File: src/rtl/uart_msg_sched.sv
// Streams a zero-terminated message slot from ROM into a byte transmitter, optionally auto-repeating.
// Start to first tx_en is 4 clocks; each byte waits for tx_busy to rise then fall before the next fetch.
module uart_msg_sched #(
    parameter int GAP_CYCLES = 1000,
    parameter int MSG_MAX    = 128
) (
    input  logic       clk,
    input  logic       rst,
    input  logic [2:0] switch,
    input  logic       start,
    input  logic       repeat_en,
    input  logic [7:0] rom_q,
    input  logic       tx_busy,
    output logic [9:0] rom_addr,
    output logic       tx_en,
    output logic [7:0] tx_data,
    output logic       busy,
    output logic       msg_done
);

    typedef enum logic [2:0] {
        IDLE,
        FETCH,
        CHECK,
        SEND,
        WAIT_ACK,
        WAIT_IDLE,
        GAP
    } state_t;

    localparam logic [6:0]  IDX_LAST = 7'(MSG_MAX - 1);
    localparam logic [19:0] GAP_LAST = 20'(GAP_CYCLES - 1);

    state_t      state, state_nxt;
    logic [2:0]  sel, sel_nxt;
    logic [6:0]  idx, idx_nxt;
    logic [19:0] gap_cnt, gap_nxt;
    logic [9:0]  rom_addr_nxt;
    logic        tx_en_nxt;
    logic [7:0]  tx_data_nxt;
    logic        msg_done_nxt;
    logic        msg_end;

    always_ff @(posedge clk or negedge rst) begin
        if (!rst) begin
            state    <= IDLE;
            sel      <= 3'd0;
            idx      <= 7'd0;
            gap_cnt  <= 20'd0;
            rom_addr <= 10'd0;
            tx_en    <= 1'b0;
            tx_data  <= 8'h00;
            msg_done <= 1'b0;
        end else begin
            state    <= state_nxt;
            sel      <= sel_nxt;
            idx      <= idx_nxt;
            gap_cnt  <= gap_nxt;
            rom_addr <= rom_addr_nxt;
            tx_en    <= tx_en_nxt;
            tx_data  <= tx_data_nxt;
            msg_done <= msg_done_nxt;
        end
    end

    always_comb begin
        state_nxt    = state;
        sel_nxt      = sel;
        idx_nxt      = idx;
        gap_nxt      = gap_cnt;
        rom_addr_nxt = rom_addr;
        tx_en_nxt    = 1'b0;
        tx_data_nxt  = tx_data;
        msg_done_nxt = 1'b0;
        msg_end      = 1'b0;

        case (state)
            IDLE: begin
                if (start || repeat_en) begin
                    sel_nxt      = switch;
                    idx_nxt      = 7'd0;
                    rom_addr_nxt = {switch, 7'd0};
                    state_nxt    = FETCH;
                end
            end
            FETCH: state_nxt = CHECK;
            CHECK: begin
                if (rom_q == 8'h00) begin
                    msg_end = 1'b1;
                end else begin
                    tx_data_nxt = rom_q;
                    state_nxt   = SEND;
                end
            end
            SEND: begin
                if (!tx_busy) begin
                    tx_en_nxt = 1'b1;
                    state_nxt = WAIT_ACK;
                end
            end
            WAIT_ACK: begin
                if (tx_busy) state_nxt = WAIT_IDLE;
            end
            WAIT_IDLE: begin
                // The last slot byte ends the message rather than wrapping idx.
                if (!tx_busy) begin
                    if (idx == IDX_LAST) begin
                        msg_end = 1'b1;
                    end else begin
                        idx_nxt      = idx + 7'd1;
                        rom_addr_nxt = {sel, idx + 7'd1};
                        state_nxt    = FETCH;
                    end
                end
            end
            GAP: begin
                if (!repeat_en) begin
                    gap_nxt   = 20'd0;
                    state_nxt = IDLE;
                end else if (gap_cnt == GAP_LAST) begin
                    gap_nxt      = 20'd0;
                    sel_nxt      = switch;
                    idx_nxt      = 7'd0;
                    rom_addr_nxt = {switch, 7'd0};
                    state_nxt    = FETCH;
                end else begin
                    gap_nxt = gap_cnt + 20'd1;
                end
            end
            default: state_nxt = IDLE;
        endcase

        if (msg_end) begin
            msg_done_nxt = 1'b1;
            gap_nxt      = 20'd0;
            state_nxt    = repeat_en ? GAP : IDLE;
        end
    end

    assign busy = (state != IDLE);

endmodule
File: config.mk
export PLATFORM = sky130hd
export DESIGN_NAME = uart_msg_sched
export DESIGN_NICKNAME = d
export VERILOG_FILES = /design/src/rtl/uart_msg_sched.sv
export SDC_FILE = /design/constraint.sdc
export NUM_CORES = 1
export LEC_CHECK = 0
export CORE_MARGIN = 1
export CORE_UTILIZATION = 58
export DETAILED_ROUTE_END_ITERATION = 6
export PLACE_DENSITY = 0.92
export SYNTH_ARGS = -nofsm -noshare
export SYNTH_HDL_FRONTEND = slang
export SYNTH_SLANG_ARGS = --single-unit
File: constraint.sdc
create_clock -name clk -period 6.4 [get_ports clk]
set_input_delay 1.28 -clock clk [delete_from_list [all_inputs] [get_ports clk]]
set_output_delay 1.28 -clock clk [all_outputs]
set_load 0.02 [all_outputs]
==> impl_metrics.csv, run 1 <==
group,metric,value,unit
power_and_ir_drop,pwr_density_cell,363.5,mW/mm²
floorplanning,rows,23,
timing,max_freq,0.2913,GHz
global_route,grt_pass1_vias,1878,
logic_synthesis,synthTopCellsByArea,"dfrtp_1 (47%), o21ai_0 (5.9%), mux2_2 (4.6%)",
logic_synthesis,syn-num-nets,273,
worst_setup_path,crit_path_start_kind,"input pin",
power_and_ir_drop,seq_power_share,0.435,
logic_synthesis,avgSynthCellArea,9.627,µm²
global_route,grt.total_usage,0.2471,
clock_tree,clock_path_buffers,2,
logic_synthesis,synth-simple-area-share,0.2441,
global_route,grt_max_degree,47,
floorplanning,die_x,67.06,µm
clock_tree,htreeDepth,2,
logic_synthesis,yosys.area_share.xor_xnor,0.01427,
timing,worst_slew_pin_slew,1170,ps
logic_synthesis,synth_top_family_by_area,"simple AND/OR/NAND/NOR gates",
logic_synthesis,ys_async_sr_fraction,1.000,
power_and_ir_drop,peakVddDrop,0.2506,mV
floorplanning,start_util,0.6093,
worst_setup_path,end_kind,"register",
cells_and_area,syn_to_final_growth,18.50,%
power_and_ir_drop,combPwrFrac,0.374,
timing,rsz0062_at_grt,"no",
logic_synthesis,synthMuxAreaShare,0.05810,
timing,finalSetupViolations,0,
min_path,min_path_type,"register to register",
logic_synthesis,synth_top_area_frac,0.4689,
global_route,grt_antenna_before_repair,0,
logic_synthesis,synth-edff-count,0,
clock_tree,cts_tree,"done",
timing,clock_skew,4.512,ps
clock_tree,cts_hold_buffers,0,
power_and_ir_drop,swShare,0.3526,
clock_tree,cts_root_buf,"clkbuf_8",
clock_tree,cts_resized,0,
floorplanning,fp.dieH,67.06,µm
timing,min_period_over_period,0.5365,
timing,finalHoldViolCount,0,
cells_and_area,nNetsFinal,306,
clock_tree,clkTransAtPathRegs,80,ps
detailed_routing,routedWlPerCell,14.49,µm
outcome,outcome,"completed",
detailed_routing,routed_via_density,6.109,
flow_run,cap_violations,0,
global_route,grt_pass1_wl,8.286,mm
detailed_routing,drt_pass1_iterations,4,
clock_tree,cts_buffers,5,
detailed_routing,dr_total_vias,2071,
power_and_ir_drop,p_leak,1.223,nW
logic_synthesis,ys_ff_latch,46,
placement,dp_slack,2663,ps
placement,hpwlAfterDp,3.505,mm
cells_and_area,diodes,0,
clock_tree,cts.sinks,46,
worst_setup_path,worstSetupPathType,"input pin to register",
cells_and_area,fin_area,0.002909,mm²
detailed_routing,ant_nets,0,
logic_synthesis,yosys_warnings,0,
placement,numPortBuffers,36,
detailed_routing,wirelength,4.912,mm
detailed_routing,drc,0,
worst_setup_path,worstPathRequired,6610,ps
logic_synthesis,yosysSeqAreaShare,0.4689,
worst_setup_path,path_buf_inv,1,
worst_setup_path,worst_path_max_delay_cell,"a311o_2",
logic_synthesis,synth-adder-area-share,0.01019,
logic_synthesis,synth_top_area_cell,"dfrtp_1",
worst_setup_path,crit_family,"simple AND/OR/NAND/NOR gates",
placement,gp_congestion,0.8867,
timing,drv_slew,0,
timing,final.min_clock_period,3433,ps
clock_tree,post_cts_buffers,0,
logic_synthesis,netlist_area,0.002455,mm²
timing,fin_ws,2967,ps
timing,setup_tns,0,ps
logic_synthesis,synthCells,255,
power_and_ir_drop,p_sw,0.3729,mW
logic_synthesis,yosysUniqueCellTypes,49,
power_and_ir_drop,power,1.058,mW
floorplanning,fp.dieArea,0.004496,mm²
worst_setup_path,crit_fanout,15,
floorplanning,coreArea,0.004029,mm²
logic_synthesis,synthFlopType,"dfrtp_1",
cells_and_area,final_cell_mix,"dfrtp_1 (46), clkdlybuf4s50_1 (35), o21ai_0 (29)",
power_and_ir_drop,clockPowerShare,0.190,
timing,maxSlewHeadroom,0.2135,
placement,dpl_cell_area,0.002799,mm²
logic_synthesis,synth_compound_area_frac,0.1667,
cells_and_area,mostFrequentLayoutCell,"dfrtp_1",
detailed_routing,drt_iter0_markers,126,
worst_setup_path,crit_path_max_incr_delay,510,ps
global_route,overflow,0,
cells_and_area,drive_above_1_share,0.1038,
power_and_ir_drop,internal_power,0.6847,mW
worst_setup_path,arrival,3640,ps
floorplanning,io_pins,37,
clock_tree,clkLatencyLatePin,300,ps
worst_setup_path,crit_chain,"clkdlybuf4s50_1, nor4_1, nand3_1, a311o_2, or4_1, a21oi_1",
[cell usage after synthesis (all sizes together), types with 2 or more instances]
cell    number
nor2        11
mux2        10
nand3b       3
or2          2
nor2b        5
clkbuf       4
nor3         4
or4          5
inv          5
xnor2        3
nand2       21
o31ai        8
o21ai       29
a21oi       18
and3         3
a21boi       2
ha           2
a21o         4
a31oi        3
buf          5
nand4        4
o211ai       2
nand3       19
mux2i        3
nor4         6
dfrtp       46
or3         16
[final cells by class]
class	count	area, µm²
Multi-Input combinational cell	194	1211
Sequential cell	46	1151
Fill cell	300	1120
Timing Repair Buffer	36	355.3
Clock buffer	8	110.1
Tap cell	50	62.56
Inverter	5	18.77
[sequential cells by signal (all words and copies together) (netlist names)]
register,cells
rom_addr,10
sel,3
msg_done,1
tx_en,1
tx_data,8
state,3
gap_cnt,20
[worst paths after layout]
check,to,depth (start not counted),slack [ps],start
setup reg to reg,gap_cnt[19],5,3750,state[2]
hold reg to reg,tx_data[3],1,510,tx_data[3]
setup / recovery,gap_cnt[19],6,2970,rom_q[5]
hold / removal,tx_data[3],1,510,tx_data[3]
max in group asynchronous,sel[0],1,4630,rst
min in group asynchronous,gap_cnt[10],1,1150,rst
[per-layer routing]
metal  part of all wire  track usage
met5                  0            0
met3              0.040      0.06164
met2               0.48       0.3838
met1               0.46       0.3263
met4              0.013       0.1011
[through the flow]
step	util	hold slack, ps	instances
floorplan	-	475.9	255
global placement	0.6947	487.1	331
detailed placement	0.6947	497.1	331
CTS	0.7221	515.2	339
global route	0.7221	523.3	339
finish	0.7221	512.1	339
[worst register-to-register path, stage by stage, from the launching register on]
cell and delay, ps:
dfrtp_1 610, nand3b_4 190, or4_1 630, a311o_2 540, or4_1 420, a21oi_1 170
[power by group through the flow]
stage | logic, mW | registers, mW | clock network [mW]
global route | 0.431 | 0.474 | 0.219
CTS | 0.399 | 0.458 | 0.207
global placement | 0.384 | 0.461 | 0
floorplan | 0.235 | 0.486 | 0
finish | 0.396 | 0.460 | 0.201
detailed placement | 0.396 | 0.464 | 0
[logic make-up (layout without fill, tap and decap cells)]
kind of cell	count (synthesis)	after routing
compound gates	70	70
xor+xnor	4	4
fa+ha+maj	2	2
buf+inv	15	49
flops	46	46
mux	13	13
simple gates	105	105
(Power assumes the default switching activity.)
==> inputs of run 2 (changes only) <==
--- a/config.mk
+++ b/config.mk
@@ -6,9 +6,9 @@
 export NUM_CORES = 1
 export LEC_CHECK = 0
 export CORE_MARGIN = 1
-export CORE_UTILIZATION = 58
+export CORE_UTILIZATION = 49
 export DETAILED_ROUTE_END_ITERATION = 6
-export PLACE_DENSITY = 0.92
+export PLACE_DENSITY = 0.83
 export SYNTH_ARGS = -nofsm -noshare
 export SYNTH_HDL_FRONTEND = slang
 export SYNTH_SLANG_ARGS = --single-unit
==> constraint.sdc (replaced) <==
create_clock -name clk -period 2.75 [get_ports clk]
set_input_delay 0.55 -clock clk [delete_from_list [all_inputs] [get_ports clk]]
set_output_delay 0.55 -clock clk [all_outputs]
set_load 0.02 [all_outputs]
==> run 2 against run 1 <==
Against the previous run:
- clock power up 110%
- sequential power up 120%
- cell area up 3.4%
- die area rose by 18%
- first-iteration DRC count is 29% lower
- wire length grew 4.6%
- via count fell by 0.34%
- clock skew is 4.2 ps higher
- clock-buffer cell count decreased by 1
- register-to-register slack got worse by 3500 ps
- worst setup slack worse by 2700 ps
- combinational power rose to 2.6 times the previous value
- largest cell class unchanged
==> impl_metrics.csv, run 2 (synthesis results as in run 1) <==
group,metric,value,unit
outcome,outcome,"completed",
clock_tree,cts_tree,"done",
cells_and_area,nNetsFinal,319,
detailed_routing,wirelength,5.140,mm
detailed_routing,ant_nets,0,
timing,worst_slew_pin_slew,784.8,ps
floorplanning,fp.dieArea,0.005297,mm²
clock_tree,clkLatencyLatePin,300,ps
detailed_routing,drt_iter0_markers,90,
clock_tree,clkTransAtPathRegs,80,ps
clock_tree,cts_buffers,5,
timing,min_period_over_period,0.9033,
timing,max_freq,0.4025,GHz
cells_and_area,final_cell_mix,"dfrtp_1 (46), clkdlybuf4s50_1 (35), o21ai_0 (29)",
global_route,grt_max_degree,29,
global_route,grt_pass1_vias,1983,
detailed_routing,routedWlPerCell,13.93,µm
clock_tree,clock_path_buffers,2,
power_and_ir_drop,peakVddDrop,0.5972,mV
cells_and_area,drive_above_1_share,0.1391,
global_route,overflow,0,
global_route,grt_antenna_before_repair,0,
timing,finalHoldViolCount,0,
detailed_routing,drt_pass1_iterations,4,
floorplanning,die_x,72.78,µm
timing,final.min_clock_period,2484,ps
flow_run,cap_violations,0,
cells_and_area,largest_reg_flops,20,
worst_setup_path,worstPathRequired,2200,ps
floorplanning,fp.dieH,72.78,µm
detailed_routing,dr_total_vias,2064,
placement,gp_congestion,0.8508,
power_and_ir_drop,p_leak,1.275,nW
placement,hpwlAfterDp,3.770,mm
clock_tree,post_cts_buffers,0,
clock_tree,htreeDepth,2,
floorplanning,rows,25,
timing,drv_slew,0,
timing,maxSlewHeadroom,0.4757,
worst_setup_path,crit_fanout,12,
cells_and_area,reg.largest.list,"gap_cnt x20, rom_addr x10, tx_data x8",
floorplanning,start_util,0.5129,
worst_setup_path,end_kind,"output pin",
cells_and_area,diodes,0,
global_route,grt.total_usage,0.2151,
floorplanning,io_pins,37,
power_and_ir_drop,power,2.473,mW
worst_setup_path,crit_path_start_kind,"register",
cells_and_area,mostFrequentLayoutCell,"dfrtp_1",
timing,finalSetupViolations,0,
timing,rsz0062_at_grt,"no",
timing,setup_tns,0,ps
clock_tree,cts.sinks,46,
cells_and_area,regMostFlops,"gap_cnt",
detailed_routing,routed_via_density,5.593,
cells_and_area,syn_to_final_growth,22.58,%
clock_tree,cts_hold_buffers,0,
floorplanning,coreArea,0.004786,mm²
worst_setup_path,arrival,1930,ps
clock_tree,cts_root_buf,"clkbuf_8",
min_path,min_path_type,"input pin to async pin",
detailed_routing,drc,0,
global_route,grt_pass1_wl,8.687,mm
power_and_ir_drop,pwr_density_cell,822.0,mW/mm²
worst_setup_path,worstSetupPathType,"register to output pin",
timing,clock_skew,8.685,ps
placement,numPortBuffers,36,
clock_tree,cts_resized,0,
[run 2: cell types whose count changed in the layout (fill, tap and decap cells not counted)]
| cell | change |
|---|---|
| buf_4 | +13 |
| clkbuf_8 | -2 |
| clkbuf_1 | +1 |
| clkinv_2 | +1 |
[run 2: final cells by class]
| class | instances | area (µm²) |
|---|---|---|
| clock buffer | 7 | 86.33 |
| multi-input combinational | 194 | 1211 |
| inverter | 5 | 18.77 |
| clock inverter | 1 | 5.005 |
| tap | 67 | 83.83 |
| timing repair buffer | 49 | 452.9 |
| sequential | 46 | 1151 |
| fill | 387 | 1777 |
[run 2: worst paths after layout]
path / startpoint / end / slack [ps] / cells past startpoint
min: rst / gap_cnt[13] / 170 / 1
min reg2reg: sel[2] / sel[2] / 510 / 1
max reg2reg: gap_cnt[4] / sel[0] / 290 / 5
max in group asynchronous: rst / rom_addr[9] / 1860 / 2
max: state[1] / busy / 270 / 3
min in group clk: sel[2] / sel[2] / 510 / 1
[run 2: routing by layer]
layer,global-route usage,part of all wire,up-vias
li1,-,-,1031
met1,0.2761,0.45,980
met2,0.3603,0.49,46
met3,0.04420,0.045,7
met4,0.07843,0.010,0
met5,0,0,-
[run 2: critical path: stages, from the launching register on]
cell	delay, ps
dfrtp_1	400
buf_4	180
or3_2	500
clkdlybuf4s50_1	560
[run 2: stage by stage]
step                      hold slack (ps)    util  area, µm²  worst slack, ps  instances
after CTS                           183.2  0.6288       3009            261.9        369
after global routing                200.7  0.6288       3009            111.9        369
final                               172.4  0.6288       3009            265.8        369
after floorplan                     254.4       -       2455            288.6        255
after detailed placement            494.5  0.6097       2918           -52.55        361
after global placement              485.9  0.6097       2918            7.859        361
[run 2: power breakdown]
group	switching, mW	internal (mW)
clock network	0.221	0.203
logic	0.520	0.504
registers	0.148	0.878
total	0.889	1.58
==> patch 1, RTL diff (config.mk and constraints of run 1) <==
Register the inputs `switch`, `start`, `repeat_en`, `rom_q` and `tx_busy` before use, with the module's reset. The logic sees them one clock later.
--- a/src/rtl/uart_msg_sched.sv
+++ b/src/rtl/uart_msg_sched.sv
@@ -30,6 +30,28 @@
 
     localparam logic [6:0]  IDX_LAST = 7'(MSG_MAX - 1);
     localparam logic [19:0] GAP_LAST = 20'(GAP_CYCLES - 1);
+
+    logic [2:0] switch_q;
+    logic start_q;
+    logic repeat_en_q;
+    logic [7:0] rom_q_q;
+    logic tx_busy_q;
+
+    always_ff @(posedge clk or negedge rst) begin
+        if (!rst) begin
+            switch_q    <= '0;
+            start_q     <= '0;
+            repeat_en_q <= '0;
+            rom_q_q     <= '0;
+            tx_busy_q   <= '0;
+        end else begin
+            switch_q    <= switch;
+            start_q     <= start;
+            repeat_en_q <= repeat_en;
+            rom_q_q     <= rom_q;
+            tx_busy_q   <= tx_busy;
+        end
+    end
 
     state_t      state, state_nxt;
     logic [2:0]  sel, sel_nxt;
@@ -76,34 +98,34 @@
 
         case (state)
             IDLE: begin
-                if (start || repeat_en) begin
-                    sel_nxt      = switch;
+                if (start_q || repeat_en_q) begin
+                    sel_nxt      = switch_q;
                     idx_nxt      = 7'd0;
-                    rom_addr_nxt = {switch, 7'd0};
+                    rom_addr_nxt = {switch_q, 7'd0};
                     state_nxt    = FETCH;
                 end
             end
             FETCH: state_nxt = CHECK;
             CHECK: begin
-                if (rom_q == 8'h00) begin
+                if (rom_q_q == 8'h00) begin
                     msg_end = 1'b1;
                 end else begin
-                    tx_data_nxt = rom_q;
+                    tx_data_nxt = rom_q_q;
                     state_nxt   = SEND;
                 end
             end
             SEND: begin
-                if (!tx_busy) begin
+                if (!tx_busy_q) begin
                     tx_en_nxt = 1'b1;
                     state_nxt = WAIT_ACK;
                 end
             end
             WAIT_ACK: begin
-                if (tx_busy) state_nxt = WAIT_IDLE;
+                if (tx_busy_q) state_nxt = WAIT_IDLE;
             end
             WAIT_IDLE: begin
                 // The last slot byte ends the message rather than wrapping idx.
-                if (!tx_busy) begin
+                if (!tx_busy_q) begin
                     if (idx == IDX_LAST) begin
                         msg_end = 1'b1;
                     end else begin
@@ -114,14 +136,14 @@
                 end
             end
             GAP: begin
-                if (!repeat_en) begin
+                if (!repeat_en_q) begin
                     gap_nxt   = 20'd0;
                     state_nxt = IDLE;
                 end else if (gap_cnt == GAP_LAST) begin
                     gap_nxt      = 20'd0;
-                    sel_nxt      = switch;
+                    sel_nxt      = switch_q;
                     idx_nxt      = 7'd0;
-                    rom_addr_nxt = {switch, 7'd0};
+                    rom_addr_nxt = {switch_q, 7'd0};
                     state_nxt    = FETCH;
                 end else begin
                     gap_nxt = gap_cnt + 20'd1;
@@ -133,7 +155,7 @@
         if (msg_end) begin
             msg_done_nxt = 1'b1;
             gap_nxt      = 20'd0;
-            state_nxt    = repeat_en ? GAP : IDLE;
+            state_nxt    = repeat_en_q ? GAP : IDLE;
         end
     end
 
Behaviour: not the same (Yosys sat finds a counterexample within 4 cycles, from zero or initial values and one cycle with rst low).
==> patch 1 against run 1 <==
- design area rose by 21%
- die area rose by 21%
- wire length rose by 37%
- total power rose by 22%
- area after synthesis rose by 21%
- critical path depth fell by 3
- synthesized cell count rose by 19%
- sequential cell count rose by 14
- global-route usage rose by 2.4 points
- setup slack improved by 0.19 ns
- sequential power rose by 18%
- clock skew barely moved
- first-iteration DRC count rose by 110%
- via count rose by 25%
- critical path type is now reg2out
- largest power group unchanged
- highest routed layer unchanged
==> patch 1: results <==
status:
  status: "finished, final reports clean"
synthesis:
  syn_avg_cell_area_um2: 9.783
  yosys.cell_types.count: 52
  synth_area_leaders: "dfrtp_1 50%, nand2_1 5.8%, nand3_1 4.5%"
  ys_top_cells_by_count: "60 x dfrtp_1, 46 x nand2_1, 27 x nand3_1"
  syn-num-nets: 322
  yosysSeqAreaShare_pct: 50.48
finish:
  layout.nonclk_buf_share_pct: 10.29
  multi_input_area_share_pct: 38.98
  nFlopsAndLatches: 60
  layout.nets: 354
  n_all_inverters: 7
  clk_share_pct: 5.005
  layout-drive-gt1-share_pct: 10.56
  reg.largest.list: "gap_cnt: 20 flops, rom_addr: 10 flops"
  nMultiInputCombCells: 221
  register_area_um2: 1501
timing:
  hold_ws_ns: 0.5097
  fmax_mhz: 308.0
  finClkSkew_ns: 0.004432
  worst_slew_pin_slew_ns: 1.142
worst_setup_path:
  cp_slowest_cell: "clkdlybuf4s50_1"
  critPathLaunch: "state[2]$_DFFE_PN0P_"
  rr_startpoint: "gap_cnt[0]$_DFFE_PN0P_"
  r2r_end: "gap_cnt[6]$_DFFE_PN0P_"
  worstSetupEndpoint: "busy"
  worstPathArrival_ns: 1.97
  r2r_cells: 6
  slowest_delay_ns: 0.57
route:
  vias_per_cell: 6.341
  first_pass_iters: 5
  wl_per_cell_um: 16.44
  dr_wl_met3_um: 427
  drt-initial-drc-count: 260
  dr_wl_met2_um: 3330
placed_design:
  place_area_um2: 3348
  gp_congestion: 0.8690
  dp_cells: 392
  dp_hpwl_um: 4250
grt:
  grt_max_degree: 61
  grt_pass1_vias: 2293
  grt_pass1_wl_um: 10840
power_and_ir_drop:
  powerDensity_nw_per_um2: 365.2
  internal_power_mw: 0.8096
  clockNetworkPower_mw: 0.304
  comb_cell_power_mw: 0.442
clock_network:
  htreeDepth: 3
  worstSkewPairLatency_ns: 0.35
min_path:
  min_from: "tx_data[6]$_DFFE_PN0P_"
  hold_path_end: "tx_data[6]$_DFFE_PN0P_"
die:
  die_x_um: 73.61
-- patch 1: cell count changes after synthesis, sizes merged, moves of 5 or more --
cell    delta
o31ai      -7
or4       +10
or3       -12
dfrtp     +14
a21oi      -6
clkbuf     +5
a31oi     +13
o21ai     -25
nand2     +25
nand3      +8
-- patch 1: critical path, delay by kind of cell, from the launching register on --
family	cells	cell delay, ns
buffers and inverters	2	0.70
DFF	1	0.52
and+or+nand+nor	1	0.39
-- patch 1: kinds of logic after synthesis --
family	share of synthesized area [%]
xor gates and xnor gates	0.2945
and+or+nand+nor	27.72
DFF	50.48
buffers and inverters	3.324
AOI/OAI and AO/OA	13.21
adders and majority gates	0.8413
muxes	4.123
-- patch 1: per-layer routing --
metal	global-route usage [%]	up-vias
li1	-	1207
met1	35.67	1260
met2	42.41	107
met3	7.819	13
met4	10.68	0
met5	0	-
==> patch 2, RTL diff (config.mk and constraints of run 1) <==
Without the edit above. `GAP_CYCLES`: 1000 -> 512.
--- a/src/rtl/uart_msg_sched.sv
+++ b/src/rtl/uart_msg_sched.sv
@@ -1,7 +1,7 @@
 // Streams a zero-terminated message slot from ROM into a byte transmitter, optionally auto-repeating.
 // Start to first tx_en is 4 clocks; each byte waits for tx_busy to rise then fall before the next fetch.
 module uart_msg_sched #(
-    parameter int GAP_CYCLES = 1000,
+    parameter int GAP_CYCLES = 512,
     parameter int MSG_MAX    = 128
 ) (
     input  logic       clk,
Behaviour: same outputs for any inputs over 10 cycles, from zero or initial values and one cycle with rst low; that may be too few to reach the edited logic, so the function may still have changed.
==> patch 2 against run 1 <==
- utilization is 1.6 points lower
- setup slack better by 0.15 ns
- area after synthesis rose by 7.7%
- final cell count rose by 5.3%
- total power grew 3.1%
- wire length is 25% higher
- sequential cell count unchanged
- design area rose by 5.7%
==> patch 2: results <==
route:
  drt-initial-drc-count: 182
  drt-total-wl_um: 6122
  first_pass_iters: 5
  vias_per_cell: 6.549
  num_vias: 2338
placed_design:
  place_ws_ns: 2.807
  gp_congestion: 0.9117
  dp_cells: 350
  dp_hpwl_um: 4197
  io_buffers: 36
  place_area_um2: 2995
worst_setup_path:
  worstPathArrival_ns: 3.51
  r2r_cells: 6
  rr_startpoint: "gap_cnt[0]$_DFFE_PN0P_"
  critPathLaunch: "repeat_en"
synthesis:
  synth_area_leaders: "dfrtp_1 44%, nand2_1 5.3%, nand3_1 4.5%"
  syn-num-nets: 292
  yosys.cell_types.count: 57
  yosysWarningCount: 0
  syn_inst: 274
  async_flop_share_pct: 100.0
  yosysSeqAreaShare_pct: 43.54
  ys.flop_type: "dfrtp_1"
  ys_top_cells_by_count: "46 x dfrtp_1, 37 x nand2_1, 24 x nand3_1"
grt:
  grt_pass1_vias: 2233
  grt_pass1_wl_um: 10520
  grt_usage_pct: 27.36
  grt_max_degree: 47
timing:
  finClkSkew_ns: 0.006067
  worst_slew_pin_slew_ns: 1.007
status:
  status: "finished, final reports clean"
finish:
  layout-drive-gt1-share_pct: 13.11
  diodes: 0
  layout.nets: 323
  reg.largest.list: "gap_cnt: 20 flops, rom_addr: 10 flops, tx_data: 8 flops"
  fillers: 311
power_and_ir_drop:
  comb_cell_power_mw: 0.457
  total_leakage_power_nw: 1.259
  ir_drop_v: 0.0001332
  internal_power_mw: 0.6712
  clockNetworkPower_mw: 0.170
min_path:
  whs_path_depth: 1
  min_from: "tx_data[3]$_DFFE_PN0P_"
clock_network:
  clk_pin_slew_ns: 0.08
  post-cts-setup-buffers: 0
-- patch 2: changes by cell type after synthesis, moves of 6 or more --
cell and delta:
o21ai_0 -22, a31oi_1 +16, nand2_1 +16, or3_1 -10, o31ai_1 -8, buf_2 +6
nand3_1 +6
-- patch 2: critical path, cell delays in order --
cell and delay, ns:
clkdlybuf4s50_1 0.85, inv_1 0.25, o221a_4 0.36, nor2_4 0.19
and2_1 0.35, mux2i_1 0.22
-- patch 2: final timing paths --
kind,endpoint,slack [ns]
setup / recovery,rom_addr[1]$_DFFE_PN0P_,3.12
hold / removal,tx_data[3]$_DFFE_PN0P_,0.51
setup reg to reg,gap_cnt[3]$_DFFE_PN0P_,4.07
hold reg to reg,tx_data[3]$_DFFE_PN0P_,0.51
max in group asynchronous,gap_cnt[1]$_DFFE_PN0P_,4.63
min in group asynchronous,sel[0]$_DFFE_PN0P_,1.14
-- patch 2: cells by family (layout without fill, tap and decap cells) --
group	after synthesis	after routing	share of synthesized area, %
simple gates	130	130	30.29
mux	12	12	5.490
fa+ha+maj	2	2	0.9464
compound gates	60	60	15.19
buf+inv	24	55	4.543
flops	46	46	43.54
-- patch 2: per-layer routing --
metal	part of all wire, %	up-vias	GRT usage (%)
li1	-	1091	-
met1	42	1123	36.45
met2	50	109	43.58
met3	6.6	15	5.814
met4	2.1	0	11.11
met5	0	-	0
-- patch 2: layout make-up --
cell class | instances | area (um^2) | area share (%)
Clock buffer | 5 | 68.82 | 2.239
Clock inverter | 2 | 10.01 | 0.3256
Inverter | 11 | 43.79 | 1.425
Multi-Input combinational cell | 204 | 1373 | 44.65
Sequential cell | 46 | 1151 | 37.44
Tap cell | 52 | 65.06 | 2.116
Timing Repair Buffer | 37 | 362.8 | 11.80
